## config.mk

```make
export PLATFORM = sky130hd
export DESIGN_NAME = sap_1_fetch_controller
export DESIGN_NICKNAME = d
export VERILOG_FILES = /design/src/rtl/sap_1_fetch_controller.sv
export SDC_FILE = /design/constraint.sdc
export NUM_CORES = 1
export LEC_CHECK = 0
export CORE_ASPECT_RATIO = 0.7
export CORE_MARGIN = 3
export CORE_UTILIZATION = 45
export DETAILED_ROUTE_END_ITERATION = 8
export GPL_ROUTABILITY_DRIVEN = 0
export GPL_TIMING_DRIVEN = 0
export PLACE_DENSITY_LB_ADDON = 0.3
export SYNTH_ARGS = -nofsm -noshare
export SYNTH_HDL_FRONTEND = slang
export SYNTH_SLANG_ARGS = --single-unit
```

## constraint.sdc

```tcl
create_clock -name CLK -period 2.32 [get_ports CLK]
set_input_delay 0.232 -clock CLK [delete_from_list [all_inputs] [get_ports CLK]]
set_output_delay 0.232 -clock CLK [all_outputs]
set_load 0.02 [all_outputs]
```

## src/rtl/sap_1_fetch_controller.sv

```systemverilog
// SAP-1 fetch controller: PC, MAR, IR, operand capture and one-hot T-state ring.
// Define SAP_1_FETCH_VAR_CYCLE_EN to shorten non-memref instructions to 4 clocks.
module sap_1_fetch_controller (
  input  logic       CLK,
  input  logic       CLRbar,
  input  logic [7:0] instruction_in,
  output logic [3:0] address_out,
  output logic       CEbar,
  output logic [3:0] pc_out,
  output logic [3:0] opcode_out,
  output logic [3:0] operand_out,
  output logic [7:0] data_out,
  output logic       data_valid,
  output logic       out_en,
  output logic [5:0] t_state,
  output logic       halt
);

  localparam logic [3:0] OP_LDA = 4'h0;
  localparam logic [3:0] OP_ADD = 4'h1;
  localparam logic [3:0] OP_SUB = 4'h2;
  localparam logic [3:0] OP_OUT = 4'hE;
  localparam logic [3:0] OP_HLT = 4'hF;

  // All-zero encoding doubles as the halted state.
  typedef enum logic [5:0] {
    T_HALT = 6'b000000,
    T1     = 6'b000001,
    T2     = 6'b000010,
    T3     = 6'b000100,
    T4     = 6'b001000,
    T5     = 6'b010000,
    T6     = 6'b100000
  } tstate_e;

  tstate_e    t_q, t_d;
  logic [3:0] pc_q, pc_d;
  logic [3:0] mar_q, mar_d;
  logic [7:0] ir_q, ir_d;
  logic [7:0] data_q, data_d;
  logic       halt_q, halt_d;

  logic       memref;
  logic       is_hlt;

  assign memref = (ir_q[7:4] == OP_LDA) || (ir_q[7:4] == OP_ADD) || (ir_q[7:4] == OP_SUB);
  assign is_hlt = (ir_q[7:4] == OP_HLT);

  always_ff @(posedge CLK or negedge CLRbar) begin
    if (!CLRbar) begin
      t_q    <= T1;
      pc_q   <= 4'h0;
      mar_q  <= 4'h0;
      ir_q   <= 8'h00;
      data_q <= 8'h00;
      halt_q <= 1'b0;
    end else begin
      t_q    <= t_d;
      pc_q   <= pc_d;
      mar_q  <= mar_d;
      ir_q   <= ir_d;
      data_q <= data_d;
      halt_q <= halt_d;
    end
  end

  always_comb begin
    t_d    = t_q;
    pc_d   = pc_q;
    mar_d  = mar_q;
    ir_d   = ir_q;
    data_d = data_q;
    halt_d = halt_q;
    case (t_q)
      T1: begin
        mar_d = pc_q;
        t_d   = T2;
      end
      T2: begin
        pc_d = pc_q + 4'd1;
        t_d  = T3;
      end
      T3: begin
        ir_d = instruction_in;
        t_d  = T4;
      end
      T4: begin
        t_d = T5;
        if (memref) begin
          mar_d = ir_q[3:0];
        end else if (is_hlt) begin
          halt_d = 1'b1;
          t_d    = T_HALT;
        end
`ifdef SAP_1_FETCH_VAR_CYCLE_EN
        else begin
          t_d = T1;
        end
`endif
      end
      T5: begin
        if (memref) data_d = instruction_in;
        t_d = T6;
      end
      T6:      t_d = T1;
      default: t_d = T_HALT;
    endcase
  end

  // ROM strobes depend only on registered state so a settling ROM word cannot glitch CEbar.
  assign CEbar       = ~((t_q == T3) || ((t_q == T5) && memref));
  assign out_en      = (t_q == T4) && (ir_q[7:4] == OP_OUT);
  assign data_valid  = (t_q == T6) && memref;
  assign address_out = mar_q;
  assign pc_out      = pc_q;
  assign opcode_out  = ir_q[7:4];
  assign operand_out = ir_q[3:0];
  assign data_out    = data_q;
  assign t_state     = t_q;
  assign halt        = halt_q;

endmodule

```

==> results of run 1 <==
==> power breakdown <==
part           internal (mW)  switching (mW)  leakage, nW
sequential             0.555          0.0113        0.392
clock                  0.347           0.195       0.0612
combinational         0.0513          0.0442        0.503
total                  0.953           0.250        0.956
==> layer usage <==
metal | GRT usage | up-vias | share of wire
li1 | - | 495 | -
met3 | 0.0869 | 4 | 0.069
met1 | 0.238 | 541 | 0.46
met5 | 0 | - | 0
met2 | 0.282 | 41 | 0.47
met4 | 0.0563 | 0 | 0.0088
==> synth_stat cells, types with 2 or more instances <==
cell type	count	area [sq um]
inv_1	9	33.8
mux2_2	9	101
nor4_1	6	37.5
nand3_1	2	10.0
xor2_1	3	26.3
a311oi_1	4	35.0
or4_1	2	15.0
mux2_4	8	120
nor3_1	6	30.0
dfrtp_1	30	751
==> layout make-up <==
class / count / area [sq um]
timing repair buffer: 56 / 514
sequential: 31 / 777
buffer: 4 / 30.0
clock buffer: 6 / 82.6
clock inverter: 2 / 35.0
fill: 160 / 611
multi-input combinational: 56 / 520
inverter: 9 / 33.8
tap: 34 / 42.5
==> sequential cells by signal (all words and copies together), names as in the netlist <==
name / cells
data_out: 8
t_state: 6
pc_out: 4
ir_q: 8
halt: 1
address_out: 4
==> final timing paths <==
path	start	endpoint	slack (ns)
setup / recovery	t_state[3]	CEbar	-0.06
hold / removal	CLRbar	address_out[1]	-0.02
setup reg to reg	t_state[1]	ir_q[0]	0.18
hold reg to reg	pc_out[3]	pc_out[3]	0.50
max in group asynchronous	CLRbar	t_state[5]	1.91
min in group CLK	pc_out[3]	pc_out[3]	0.50
==> timing repair <==
action                                  in CTS  in global routing
endpoints found under the setup margin       3                  2
setup buffers                                1                 12
pin swaps                                    0                  5
hold buffers                                 0                  0
resized for setup                            9                 12
==> worst max-delay path: cells and delay by family (launching register included) <==
kind	cells	cell delay, ns
and+or+nand+nor	3	1.33
DFF	1	0.41
buffers and inverters	1	0.12
==> cells by family (layout without fill, tap and decap cells) <==
| family | Yosys count | in the layout | synth area share |
|---|---|---|---|
| xor+xnor | 3 | 3 | 0.0194 |
| simple gates | 29 | 29 | 0.146 |
| flops | 31 | 31 | 0.574 |
| compound gates | 6 | 6 | 0.0389 |
| buf+inv | 14 | 77 | 0.0481 |
| fa+ha+maj | 1 | 1 | 0.00925 |
| mux | 17 | 17 | 0.164 |
==> qor.yml, run 1 <==
run_status: "finished with violations"
violations: "hold timing, setup timing"
vias_per_cell: 5.46
grt-ovfl-total: 0
drt_first_pass_iters: 4
max_slew_margin: 0.562
p_leak_nw: 0.956
finalSetupViolCount: 1
endpoint_kind: "output pin"
clock-sinks: 31
drt_iter0_drc: 67
crit_path_start_kind: "flip-flop"
fmax_mhz: 419
rsz0062_at_grt: "yes"
cp_max_fo: 7
async_flop_share: 1.00
cts_buffer_depth: 2
yosysUniqueCellTypes: 32
layout_setup_ws_ns: -0.0640
worst_pin_slew_ns: 0.656
hold_slack_ns: -0.0200
r2r_cells: 6
fin_crit_sh: 1.03
period_needed_ns: 2.38
layout_commonest_cell: "clkdlybuf4s50_1"
final_util: 0.769
syn_area_sq_mm: 0.00135
hold_viol_final: 30
stdcell_count: 198
cpPeakStageDelay_ns: 0.62
ios: 44
slowest_stage: "or4b_4"
layout_common_cells: "39 x clkdlybuf4s50_1, 30 x dfrtp_1, 13 x buf_4, 9 x inv_1, 9 x mux2_2"
ys.warnings.count: 0
clk_pin_slew_ns: 0.07
cap_violations: 0
insertion_delay_ns: 0.29
path_class: "flip-flop to output pin"
n_antenna_cell: 0
grt_max_degree: 32
hp-class: "primary input to asynchronous set/reset pin"
ys_seq_area_frac: 0.574
grt.total_usage: 0.186
clock_skew_ns: 0.00993
dp.cells: 178
stdcell_area_sq_mm: 0.00204
wl_per_cell_microns: 16.6
path_cells: "or4_4 > or4b_4 > and2_4 > buf_6"
ant_nets: 0
totalWireLength_microns: 3290
grt_antenna_before_repair: 0
crit_required_ns: 2.09
core_sq_mm: 0.00265
drt_drc_violations_left: 0
tns_ns: -0.0640
areaGrowthSynthToFinish_pct: 50.5
syn_area_per_cell_sq_um: 13.4
root_buffer: "clkbuf_8"
slew_violations: 0
synth_edf_count: 0
synthFlopType: "dfrtp_1"
dp_hpwl_microns: 2230
die_h_microns: 51.9
fp.dieW_microns: 71.5
dpl-instance-area_sq_mm: 0.00183
ys_seq_elements: 31
grt_pass1_vias: 985
grt_pass1_wl_microns: 5010
critical_path_arrival_ns: 2.15
vias: 1081
power_density_mw_per_mm2: 591
cts_tree: "built"
port_buffers: 43
synth.net_count: 112
place_ws_ns: -0.285
nets: 174
syn_inst: 101
start_util: 0.511
tritoncts.num_buffers: 5
ir_worst_vdd_uv: 492
fp.dieArea_sq_mm: 0.00371
row_count: 15
total_power_mw: 1.20
drive_above_1_share: 0.311
htreeDepth: 2
Note: power is estimated with default switching activity, not from simulation.
==> inputs of run 2 (changes only) <==
--- a/config.mk
+++ b/config.mk
@@ -6,7 +6,6 @@
 export NUM_CORES = 1
 export LEC_CHECK = 0
 export CORE_ASPECT_RATIO = 0.7
-export CORE_MARGIN = 3
 export CORE_UTILIZATION = 45
 export DETAILED_ROUTE_END_ITERATION = 8
 export GPL_ROUTABILITY_DRIVEN = 0
==> constraint.sdc (replaced) <==
create_clock -name CLK -period 2.32 [get_ports CLK]
set_input_delay 0.464 -clock CLK [delete_from_list [all_inputs] [get_ports CLK]]
set_output_delay 0.464 -clock CLK [all_outputs]
set_load 0.02 [all_outputs]
==> qor.yml, run 2 (synthesis gave the netlist of run 1 again) <==
cpLargestDelayFamily: "simple AND/OR/NAND/NOR gates"
hold_viol_final: 0  # -100%
fp.dieW_microns: 67.5  # -5.6%
insertion_delay_ns: 0.28  # about the same
row_count: 16  # +1
drive_above_1_share: 0.321  # +0.0100
grt_max_degree: 32  # unchanged
ios: 44  # unchanged
fmax_mhz: 393  # -6.3%
drt_drc_violations_left: 0  # unchanged
crit_path_start_kind: "flip-flop"
grt_pass1_wl_microns: 4440  # -11%
final_util: 0.714  # -0.0552
vias: 1024  # -5.3%
die_h_microns: 47.9  # -7.7%
totalWireLength_microns: 3110  # -5.6%
nets: 172  # -1.1%
drt_first_pass_iters: 4  # unchanged
worst_pin_slew_ns: 0.692  # +0.0359 ns
grt_antenna_before_repair: 0  # unchanged
clock_skew_ns: 0.00521  # -0.00472 ns
layout_common_cells: "39 x clkdlybuf4s50_1, 27 x dfrtp_1, 12 x buf_4, 9 x inv_1, 9 x mux2_2"
grt-ovfl-total: 0  # unchanged
n_antenna_cell: 0  # unchanged
cap_violations: 0  # unchanged
fp.dieArea_sq_mm: 0.00323  # -13%
drt_iter0_drc: 67  # unchanged
slew_violations: 0  # unchanged
grt_pass1_vias: 940  # -4.6%
slowest_stage: "or4b_4"
tns_ns: -0.224  # -0.160 ns
path_cells: "or4_4 > or4b_4 > and2_4 > buf_6"
critPathBufInv: 1  # unchanged
crit_required_ns: 1.86  # -0.23 ns
vias_per_cell: 5.17  # -5.3%
cp_max_fo: 3  # -4
grt.total_usage: 0.204  # +0.0182
root_buffer: "clkbuf_8"
postCtsHoldBufs: 0  # unchanged
hp-class: "primary input to asynchronous set/reset pin"
htreeDepth: 2  # unchanged
endpoint_kind: "output pin"
clk_pin_slew_ns: 0.06  # about the same
max_slew_margin: 0.538  # -0.0239
cts_tree: "built"
critical_path_arrival_ns: 2.08  # -0.07 ns
clock-sinks: 31  # unchanged
p_leak_nw: 0.930  # -2.8%
wl_per_cell_microns: 15.7  # -5.6%
power_density_mw_per_mm2: 527  # -11%
run_status: "finished with violations"
layout_setup_ws_ns: -0.224  # -0.160 ns
rrSetupSlack_ns: 0.21  # +0.03 ns
layout_commonest_cell: "clkdlybuf4s50_1"
dp_hpwl_microns: 1960  # -12%
areaGrowthSynthToFinish_pct: 49.0
ir_worst_vdd_uv: 431  # -12%
fin_crit_sh: 1.10  # +0.0690
port_buffers: 43  # unchanged
ant_nets: 0  # unchanged
core_sq_mm: 0.00282  # +6.7%
start_util: 0.479  # -0.0319
violations: "setup timing"
finalSetupViolCount: 1  # unchanged
cts_buffer_depth: 2  # unchanged
cpPeakStageDelay_ns: 0.57  # -0.05 ns
period_needed_ns: 2.54  # +0.160 ns
path_class: "flip-flop to output pin"
rsz0062_at_grt: "yes"
tritoncts.num_buffers: 5  # unchanged
==> run 2: power by group <==
| group | leakage, nW | internal (mW) | switching, mW |
|---|---|---|---|
| combinational | 0.503 | 0.0513 | 0.0443 |
| clock | 0.0395 | 0.213 | 0.187 |
| sequential | 0.387 | 0.555 | 0.0115 |
==> run 2: path summary, 6_finish.rpt <==
path	start	end	cells after the start
setup / recovery	t_state[3]	CEbar	4
hold / removal	CLRbar	data_out[7]	1
setup reg to reg	t_state[3]	data_out[7]	4
hold reg to reg	halt	halt	2
max in group asynchronous	CLRbar	t_state[3]	1
min in group CLK	halt	halt	2
==> run 2: repair_timing <==
action	CTS	global route
gates cloned	0	0
pin swaps	3	4
resized for setup	15	12
buffers inserted	5	7
setup endpoints to repair	3	3
==> run 2: through the flow <==
stage,hold WS [ns],power (mW),instance area [sq um],worst slack [ns],instances
global placement,0.459,0.670,1840,-0.482,180
CTS,0.479,1.07,1960,-0.307,193
floorplan,0.168,0.612,1360,0.00480,101
detailed placement,0.465,0.673,1840,-0.496,180
finish,0.224,1.06,2020,-0.224,198
global route,0.273,1.10,2020,-0.251,198
==> run 2: final cells by class <==
cell class	instances	area [sq um]
buffer	3	18.8
sequential	31	781
multi-input combinational	56	544
clock buffer	8	80.1
inverter	9	33.8
fill	207	807
timing repair buffer	55	513
tap	36	45.0
==> run 2: metal layers <==
metal / up-vias / part of all wire / routed length [microns] / track usage
met5: - / 0 / 0 / 0
met4: 0 / 0.017 / 52 / 0.111
met3: 6 / 0.050 / 154 / 0.0643
met2: 32 / 0.44 / 1370 / 0.309
met1: 500 / 0.49 / 1530 / 0.266
li1: 486 / - / - / -
==> run 2: worst reg2reg max path, delay by kind of cell, from the launching register on <==
family / cells / cell delay (ns)
and+or+nand+nor: 2 / 1.12
DFF: 1 / 0.40
muxes: 1 / 0.28
buffers and inverters: 1 / 0.20
==> RTL edit: new RTL, flow settings as in run 1 <==
Register the input `instruction_in` before use, cleared by the reset. The logic sees it one clock later.
--- a/src/rtl/sap_1_fetch_controller.sv
+++ b/src/rtl/sap_1_fetch_controller.sv
@@ -32,6 +32,16 @@
     T5     = 6'b010000,
     T6     = 6'b100000
   } tstate_e;
+
+  logic [7:0] instruction_q;
+
+  always_ff @(posedge CLK or negedge CLRbar) begin
+    if (!CLRbar) begin
+      instruction_q <= '0;
+    end else begin
+      instruction_q <= instruction_in;
+    end
+  end
 
   tstate_e    t_q, t_d;
   logic [3:0] pc_q, pc_d;
@@ -81,7 +91,7 @@
         t_d  = T3;
       end
       T3: begin
-        ir_d = instruction_in;
+        ir_d = instruction_q;
         t_d  = T4;
       end
       T4: begin
@@ -99,7 +109,7 @@
 `endif
       end
       T5: begin
-        if (memref) data_d = instruction_in;
+        if (memref) data_d = instruction_q;
         t_d = T6;
       end
       T6:      t_d = T1;
Check against the original RTL: not equivalent (Yosys sat finds a counterexample within 10 cycles, from zero or initial values).
==> RTL edit against run 1 <==
- worst hold slack better by 0.060 ns
- critical path type unchanged
- maximum frequency down 2.5%
- cell area up 11%
- sequential cell count up 8
- synthesized area up 18%
- routed wire length up 3.8%
- die area up 16%
- the run ends with setup timing left
- worst setup slack worse by 0.062 ns
- final cell count up 9.6%
Power is not compared: it rests on default switching activity, and its combinational part moved more than twofold at a synthesized area within 25%.
==> RTL edit: results (changes against run 1) <==
DR WL met3=183 um (-19%); top post-synthesis cells by count=dfrtp_1 (38), mux2_4 (16), nor4_1 (7); Finish-stage setup viols=1 (unchanged); crit path from=t_state[3]; Root Driver=clkbuf_8; register area share after synthesis=61.35% (+3.9 points); post-DP HPWL=2403 um (+7.6%); Mapped Nets=121 (+8.0%); Port Buffers=43 (unchanged); NumNets Final=181 (+4.0%); WL/cell=15.74 um (-5.3%); clk_skew=0.007108 ns (-0.002821 ns); first-pass GRT wire length=5740 um (+15%); Top Metal Used=met4; largest delay contributor family on the critical path=simple AND/OR/NAND/NOR gates; Crit-path slowest cell=or4b_4; Total GRT Usage=17.13% (-1.5 points); failing checks=setup timing; Post-Synth XOR/XNOR Area=1.650% (-0.29 points); vias in the first global route=1125 (+14%); M1 wire length=1549 um (+3.4%); VDD IR max=about 0.00034 V; Cell variety after synth=31 (-3.1%); worst hold path class=primary input to async pin; Peak Freq=408.9 MHz (-2.5%); flop-to-flop setup slack=0.10 ns (-0.08 ns); mux cell area share after synthesis=15.79% (-0.58 points); routing usage on met3=5.825% (-2.9 points); worst-path fanout max=6 (-1); Critical Path Max Stage Delay=0.57 ns (-0.05 ns); post-route setup slack=-0.1258 ns (-0.06183 ns); R2R Path End=data_out[2]; total gr overflow=0 (unchanged); reg2reg path depth=5 (-1); drt initial violations=73 (+9.0%); htree depth=2 (unchanged); relative slew slack=44.92% (-11 points); CTS clk-pin slew, worst paths=0.07 ns (about the same); LEAKAGE=~1.1 nW; Vias/cell=5.051 (-7.5%); met2 Use GR=26.43% (-1.8 points); share of layout cells above drive strength 1=28.82% (-2.3 points); Clk Latency, worst-skew pair=0.28 ns; FILL cells=245 (+53%); initial antenna violation count=0 (unchanged); TritonCTS Buffers=5 (unchanged); maximum number of pins on one net before global-route repair=40 (+25%); met2 routed WL=1626 um (+5.7%); crit path to=CEbar; yosys warns=0 (unchanged); Synth Area in Adders=0.7855% (-0.14 points); Post-Place Cell Area=0.002077 mm2 (+14%); top post-synthesis cells by area=dfrtp_1 (60%), mux2_4 (15%), nor4_1 (2.7%); Antenna Cells=0 (unchanged); WP data arrival=2.21 ns (+0.06 ns); Compound-Gate Fraction of Synth Area=4.242% (+0.36 points); met1 track demand over resource=22.40% (-1.4 points); outcome=finished with violations
[RTL edit: cell types whose count changed after synthesis, moves of 3 or more]
cell	before	now
dfrtp_1	30	38
mux2_2	9	1
inv_1	9	5
a311oi_1	4	0
a211oi_1	0	4
mux2_4	8	16
xnor2_1	0	3
a21oi_1	0	4
xor2_1	3	0
[RTL edit: per-stage QoR]
| stage | std cells | hold slack [ns] | TNS, ns | setup WS, ns | util [%] |
|---|---|---|---|---|---|
| after floorplan | 110 | -0.06359 | 0 | 0.1437 | - |
| after global placement | 200 | 0.4659 | -0.3059 | -0.2954 | 63.56 |
| after detailed placement | 200 | 0.3786 | -0.3270 | -0.3270 | 63.41 |
| after CTS | 211 | 0.07048 | -0.1839 | -0.1839 | 66.96 |
| after global routing | 217 | 0.09857 | -0.1847 | -0.1847 | 68.91 |
| final | 217 | 0.04036 | -0.1258 | -0.1258 | 68.91 |
[RTL edit: repair_timing]
| action | CTS | global route |
|---|---|---|
| cloned | 0 | 0 |
| setup endpoints to repair | 3 | 4 |
| resized for setup | 9 | 11 |
| buffers inserted | 4 | 6 |
| pin swaps | 0 | 2 |
[RTL edit: logic make-up after synthesis]
logic type	after synthesis
DFF	39
AOI/OAI and AO/OA	10
buffers and inverters	9
and+or+nand+nor	31
xor gates and xnor gates	3
adders and majority gates	1
muxes	17
[RTL edit: layout make-up]
class                      count  share of cell area, %
timing repair buffer          53                  21.95
multi-input combinational     62                  25.39
clock inverter                 1                 0.2217
buffer                         4                  1.885
sequential                    39                  43.46
inverter                       5                 0.8315
clock buffer                   6                  3.659
tap                           47                  2.605
[RTL edit: where the power goes]
group | switching, mW | internal, mW | total (mW)
sequential | 0.00412 | 0.687 | 0.691
combinational | 0.0139 | 0.0128 | 0.0267
clock | 0.218 | 0.233 | 0.451
